==> config.mk <==
export PLATFORM = sky130hd
export DESIGN_NAME = sram_mem_ctrl
export DESIGN_NICKNAME = d
export VERILOG_FILES = /design/src/rtl/mem_ctrl_pkg.sv /design/src/rtl/wait_counter.sv /design/src/rtl/sram_mem_ctrl.sv
export SDC_FILE = /design/constraint.sdc
export NUM_CORES = 1
export LEC_CHECK = 0
export BUFFER_PORTS_ARGS = -buffer_cell sky130_fd_sc_hd__buf_2
export CAP_MARGIN = 20
export CORE_UTILIZATION = 35
export CTS_CLUSTER_DIAMETER = 40
export DETAILED_ROUTE_END_ITERATION = 12
export GPL_TIMING_DRIVEN = 0
export HOLD_SLACK_MARGIN = 0.03
export SLEW_MARGIN = 20
export SYNTH_ARGS = -nofsm -noshare
export SYNTH_HDL_FRONTEND = slang
export SYNTH_SLANG_ARGS = --single-unit
==> constraint.sdc <==
create_clock -name clk -period 4.25 [get_ports clk]
set_clock_uncertainty 0.05 [all_clocks]
set_input_delay 0.2125 -clock clk [delete_from_list [all_inputs] [get_ports clk]]
set_output_delay 0.2125 -clock clk [all_outputs]
set_load 0.05 [all_outputs]
==> src/rtl/mem_ctrl_pkg.sv <==
`default_nettype none
// ============================================================================
//  Module      : mem_ctrl_pkg
//  Description : Shared types and constants for the SRAM data-memory
//                controller (FSM state encoding, default timing, bus width).
//  Revision    : 1.0 - initial release
// ============================================================================
package mem_ctrl_pkg;

   localparam int C_DEF_WAIT_CYCLES = 5;
   localparam int C_DEF_BASE_ADDR   = 1024;
   localparam int C_SRAM_DW         = 16;

   // LO/HI are the two 16-bit halves of one 32-bit CPU access
   typedef enum logic [1:0] {
      IDLE = 2'd0,
      LO   = 2'd1,
      HI   = 2'd2,
      DONE = 2'd3
   } state_t;

endpackage
`default_nettype wire

==> src/rtl/wait_counter.sv <==
`default_nettype none
// ============================================================================
//  Module      : wait_counter
//  Description : Counts the clocks of one 16-bit SRAM access. 'last' flags
//                the final cycle of the access; the count wraps to zero on
//                that cycle so the next half starts cleanly.
//  Revision    : 1.0 - initial release
// ============================================================================
module wait_counter #(
   parameter int WAIT_CYCLES = 5
) (
   input  logic clk,
   input  logic rst,
   input  logic clear,
   input  logic enable,
   output logic last
);

   localparam int            CW     = $clog2(WAIT_CYCLES + 1);
   localparam logic [CW-1:0] C_LAST = CW'(WAIT_CYCLES - 1);

   logic [CW-1:0] cnt_q;
   logic          w_at_last;

   assign w_at_last = (cnt_q == C_LAST);

   // cycle counter: cleared outside an access, wraps after the final cycle
   always_ff @(posedge clk) begin
      if (rst || clear) begin
         cnt_q <= '0;
      end else if (enable) begin
         cnt_q <= w_at_last ? '0 : cnt_q + CW'(1);
      end
   end

   assign last = enable && w_at_last;

endmodule
`default_nettype wire

==> src/rtl/sram_mem_ctrl.sv <==
`default_nettype none
// ============================================================================
//  Module      : sram_mem_ctrl
//  Description : MEM-stage data memory controller for a 16-bit SRAM. Each
//                32-bit load/store becomes two 16-bit SRAM accesses (low
//                half then high half) of WAIT_CYCLES clocks each; ready and
//                freeze hold the pipeline until the access completes.
//  Revision    : 1.0 - initial release
// ============================================================================
module sram_mem_ctrl
   import mem_ctrl_pkg::*;
#(
   parameter int WAIT_CYCLES = C_DEF_WAIT_CYCLES,
   parameter int BASE_ADDR   = C_DEF_BASE_ADDR,
   parameter int SRAM_AW     = 18
) (
   input  logic                 clk,
   input  logic                 rst,
   input  logic                 rd_en,
   input  logic                 wr_en,
   input  logic [31:0]          addr,
   input  logic [31:0]          wdata,
   output logic [31:0]          rdata,
   output logic                 ready,
   output logic                 freeze,
   output logic [SRAM_AW-1:0]   sram_addr,
   output logic [C_SRAM_DW-1:0] sram_dq_out,
   output logic                 sram_dq_oe,
   input  logic [C_SRAM_DW-1:0] sram_dq_in,
   output logic                 sram_we_n
);

   // one 32-bit word spans two SRAM locations, so the word index is one bit
   // narrower than the SRAM address
   localparam int WW = SRAM_AW - 1;

   state_t                 state_q;
   logic [WW-1:0]          word_q;
   logic [WW-1:0]          word_d;
   logic [31:0]            wdata_q;
   logic                   is_wr_q;
   logic [31:0]            rdata_q;
   logic [SRAM_AW-1:0]     sram_addr_q;
   logic [C_SRAM_DW-1:0]   dq_out_q;
   logic                   dq_oe_q;
   logic                   we_n_q;

   logic                   w_req;
   logic                   w_busy;
   logic                   w_last;
   logic                   w_ready;

   assign w_req  = rd_en | wr_en;
   assign w_busy = (state_q == LO) || (state_q == HI);

   // byte address relative to the SRAM window, dropped to a word index;
   // addresses below BASE_ADDR wrap around the SRAM
   assign word_d = WW'((addr - 32'(BASE_ADDR)) >> 2);

   wait_counter #(
      .WAIT_CYCLES (WAIT_CYCLES)
   ) u_wait_counter (
      .clk    (clk),
      .rst    (rst),
      .clear  (!w_busy),
      .enable (w_busy),
      .last   (w_last)
   );

   // access sequencer; SRAM pins are registered alongside the state so they
   // change on the same edge as the state they belong to
   always_ff @(posedge clk) begin
      if (rst) begin
         state_q     <= IDLE;
         word_q      <= '0;
         wdata_q     <= '0;
         is_wr_q     <= 1'b0;
         rdata_q     <= '0;
         sram_addr_q <= '0;
         dq_out_q    <= '0;
         dq_oe_q     <= 1'b0;
         we_n_q      <= 1'b1;
      end else begin
         case (state_q)
            IDLE: begin
               if (w_req) begin
                  // a simultaneous load and store is performed as a store
                  state_q     <= LO;
                  word_q      <= word_d;
                  wdata_q     <= wdata;
                  is_wr_q     <= wr_en;
                  sram_addr_q <= {word_d, 1'b0};
                  dq_out_q    <= wr_en ? wdata[15:0] : '0;
                  dq_oe_q     <= wr_en;
                  we_n_q      <= !wr_en;
               end
            end
            LO: begin
               if (w_last) begin
                  if (!is_wr_q) begin
                     rdata_q[15:0] <= sram_dq_in;
                  end
                  state_q     <= HI;
                  sram_addr_q <= {word_q, 1'b1};
                  dq_out_q    <= is_wr_q ? wdata_q[31:16] : '0;
               end
            end
            HI: begin
               if (w_last) begin
                  if (!is_wr_q) begin
                     rdata_q[31:16] <= sram_dq_in;
                  end
                  state_q  <= DONE;
                  dq_out_q <= '0;
                  dq_oe_q  <= 1'b0;
                  we_n_q   <= 1'b1;
               end
            end
            default: begin
               // DONE lasts one cycle; a held request starts a new access
               state_q <= IDLE;
            end
         endcase
      end
   end

   // pipeline handshake: released when idle with nothing asked, or when done
   assign w_ready = ((state_q == IDLE) && !w_req) || (state_q == DONE);

   assign ready       = w_ready;
   assign freeze      = !w_ready;
   assign rdata       = rdata_q;
   assign sram_addr   = sram_addr_q;
   assign sram_dq_out = dq_out_q;
   assign sram_dq_oe  = dq_oe_q;
   assign sram_we_n   = we_n_q;

endmodule
`default_nettype wire

==> reports/results.ini <==
[global_routing]
grt_pass1_wl_um=19420
grt_start_max_net_pins=18
track_usage_pct=19.10
antenna_found_initial=1
grt_pass1_vias=3966
overflow=0

[clocking]
clockBufferDepth=2
cts_buffers=9
postCtsSetupBuffers=0
cts.repair.resized=0
clk_latency_ns=0.35
cts_root_buf=clkbuf_16
cts_max_level=3
cts_hold_buffers=0
clock-sinks=107
cts_tree=built
clk_pin_slew_ns=0.07

[yosys]
synth_top_area_share_pct=47.69
synth.most_common_cell=nand2_1
synthDistinctLibCells=47
synth_area_leaders=dfxtp_1, nand2_1, a21oi_1
synthesis.nets=621
synth_edf_count=0
yosys_warnings=0
synthesis.instances=529
synth_area_leader_cell=dfxtp_1
synth-async-reset-ratio_pct=0
synth.avg_cell_area_sq_um=8.491
synthFlopType=dfxtp_1
netlist_top_cells_count=nand2_1, dfxtp_1, a21oi_1
yosysSeqAreaShare_pct=47.69
syn_area_sq_um=4492
ys_ff_latch=107

[floorplan]
start_util_pct=35.74
core_sq_um=12570
num_rows=41
ios=154
dieArea_sq_um=13290
die_h_um=115.3
die_w_um=115.3

[detailed_routing]
drc_errors=0
num_vias=4181
dr.pass1.iters=4
routed_wl_um=12280
wl_per_cell_um=14.34
ant_nets=0
initialDrtViolationCount=174
viasPerCell=4.884

[critical_path]
cp_max_fo=8
worstSetupEndpointType=output port
crit_type=flip-flop to output port
required_ns=3.99
startpoint_type=flip-flop
critPathArrivalTime_ns=2.03

[final_layout]
num-fill-cells=1268
multiInputGateArea_sq_um=2101
final_net_count=770
final_area_sq_um=5703
drive_gt1_share_pct=28.84
area_growth_pct=26.96
regArea_sq_um=2142

[timing]
tightest_slew_ns=0.7069
slew_headroom_pct=52.87
min_period_over_period_pct=54.04
finalSetupViolCount=0
max_freq_ghz=0.4354
period_needed_ns=2.297
finalSetupTns_ns=0
hold_violations=0
slew_violations=0
rsz0062_at_grt=false

[placement]
place_area_sq_um=5398
gp_congestion=0.7453
dp.final_hpwl_um=9359
io_buffers=138

[power]
peakVddDrop_v=0.0002659
power_density_nw_per_um2=720.4
p_leak_nw=2.417

[worst_hold_path]
hold_path_class=input pin to flip-flop

[outcome]
status=completed

[flow_run]
maxCapViolCount=0

==> final cells by class <==
type	count	share of cell area, %
sequential	107	37.56
multi-input combinational	372	36.84
timing repair buffer	138	12.11
clock buffer	10	4.190
tap	172	3.774
buffer	40	3.708
clock inverter	6	1.119
inverter	10	0.6582
antenna	1	0.04388
==> critical path, cell delays in order, from the launching register on <==
cell,delay (ns)
dfxtp_1,0.43
inv_1,0.09
ha_1,0.19
buf_2,0.16
nor3b_2,0.21
or2_2,0.30
inv_1,0.05
buf_2,0.25
==> through the flow <==
stage | total power, W | hold WS [ns] | instances | util (%) | setup slack [ns]
final | 0.004108 | 0.04725 | 856 | 45.38 | 1.954
after detailed placement | 0.003300 | 0.3950 | 839 | 42.95 | 1.973
after global placement | 0.003247 | 0.3827 | 839 | 42.95 | 2.030
after global routing | 0.004359 | 0.05093 | 855 | 45.36 | 1.748
after CTS | 0.004149 | 0.03706 | 855 | 45.36 | 1.934
after floorplan | 0.002820 | 0.2581 | 529 | - | 2.255
==> sequential cells by signal (all words and copies together), names as in the netlist <==
name                  count
rdata                    32
sram_we_n                 1
sram_dq_out              16
is_wr_q                   1
u_wait_counter.cnt_q      3
word_q                   17
sram_dq_oe                1
sram_addr                18
state_q                   2
wdata_q                  16
==> routing by layer <==
metal | global-route usage [%] | vias up | wire (um)
met2 | 30.88 | 138 | 5518
li1 | - | 2107 | -
met3 | 4.850 | 18 | 868
met5 | 0 | - | 0
met4 | 7.619 | 0 | 238
met1 | 24.36 | 1918 | 5651
==> final timing paths <==
path / start / to / slack [ns] / cells past startpoint
setup / recovery: state_q[0] / freeze / 1.95 / 7
setup reg to reg: state_q[0] / rdata[21] / 1.98 / 8
hold / removal: addr[10] / word_q[8] / 0.05 / 2
hold reg to reg: sram_addr[11] / sram_addr[11] / 0.40 / 2
==> power by group <==
part | internal [W] | switching (W) | total, W
logic | 0.000592 | 0.00130 | 0.00190
registers | 0.00124 | 0.000126 | 0.00137
clock network | 0.000473 | 0.000373 | 0.000846
==> cells in the final DEF (no fill, tap or decap), types with 2 or more instances in the layout <==
master,instances
o41ai_1,2
a22oi_1,16
nand2b_1,5
and3_1,4
nor2_1,38
nor3_1,7
nor2b_1,3
nand2_1,134
buf_6,5
buf_4,3
clkbuf_1,18
nand3b_1,3
clkbuf_16,9
o211ai_1,2
a21o_1,2
buf_1,4
o21ai_0,8
ha_1,8
xnor2_1,2
clkinvlp_4,2
buf_2,148
a211oi_1,16
a211oi_2,13
clkinv_2,2
inv_1,10
xor2_1,4
a21oi_1,70
nor3b_2,3
or3b_2,2
o21a_1,2
dfxtp_1,107
mux2i_1,10
==> logic make-up (layout without fill, tap and decap cells) <==
kind of cell	count (synthesis)	in the layout	synth area share, %
AO/OA/AOI/OAI	141	141	21.20
XOR/XNOR	6	6	1.170
adder cells (fa/ha/maj)	8	8	2.229
buffers and inverters	50	204	5.543
flip-flops	107	107	47.69
multiplexers	10	10	2.229
other	0	1	0
AND/OR/NAND/NOR	207	207	19.94
Note: power is estimated with default switching activity, not from simulation.
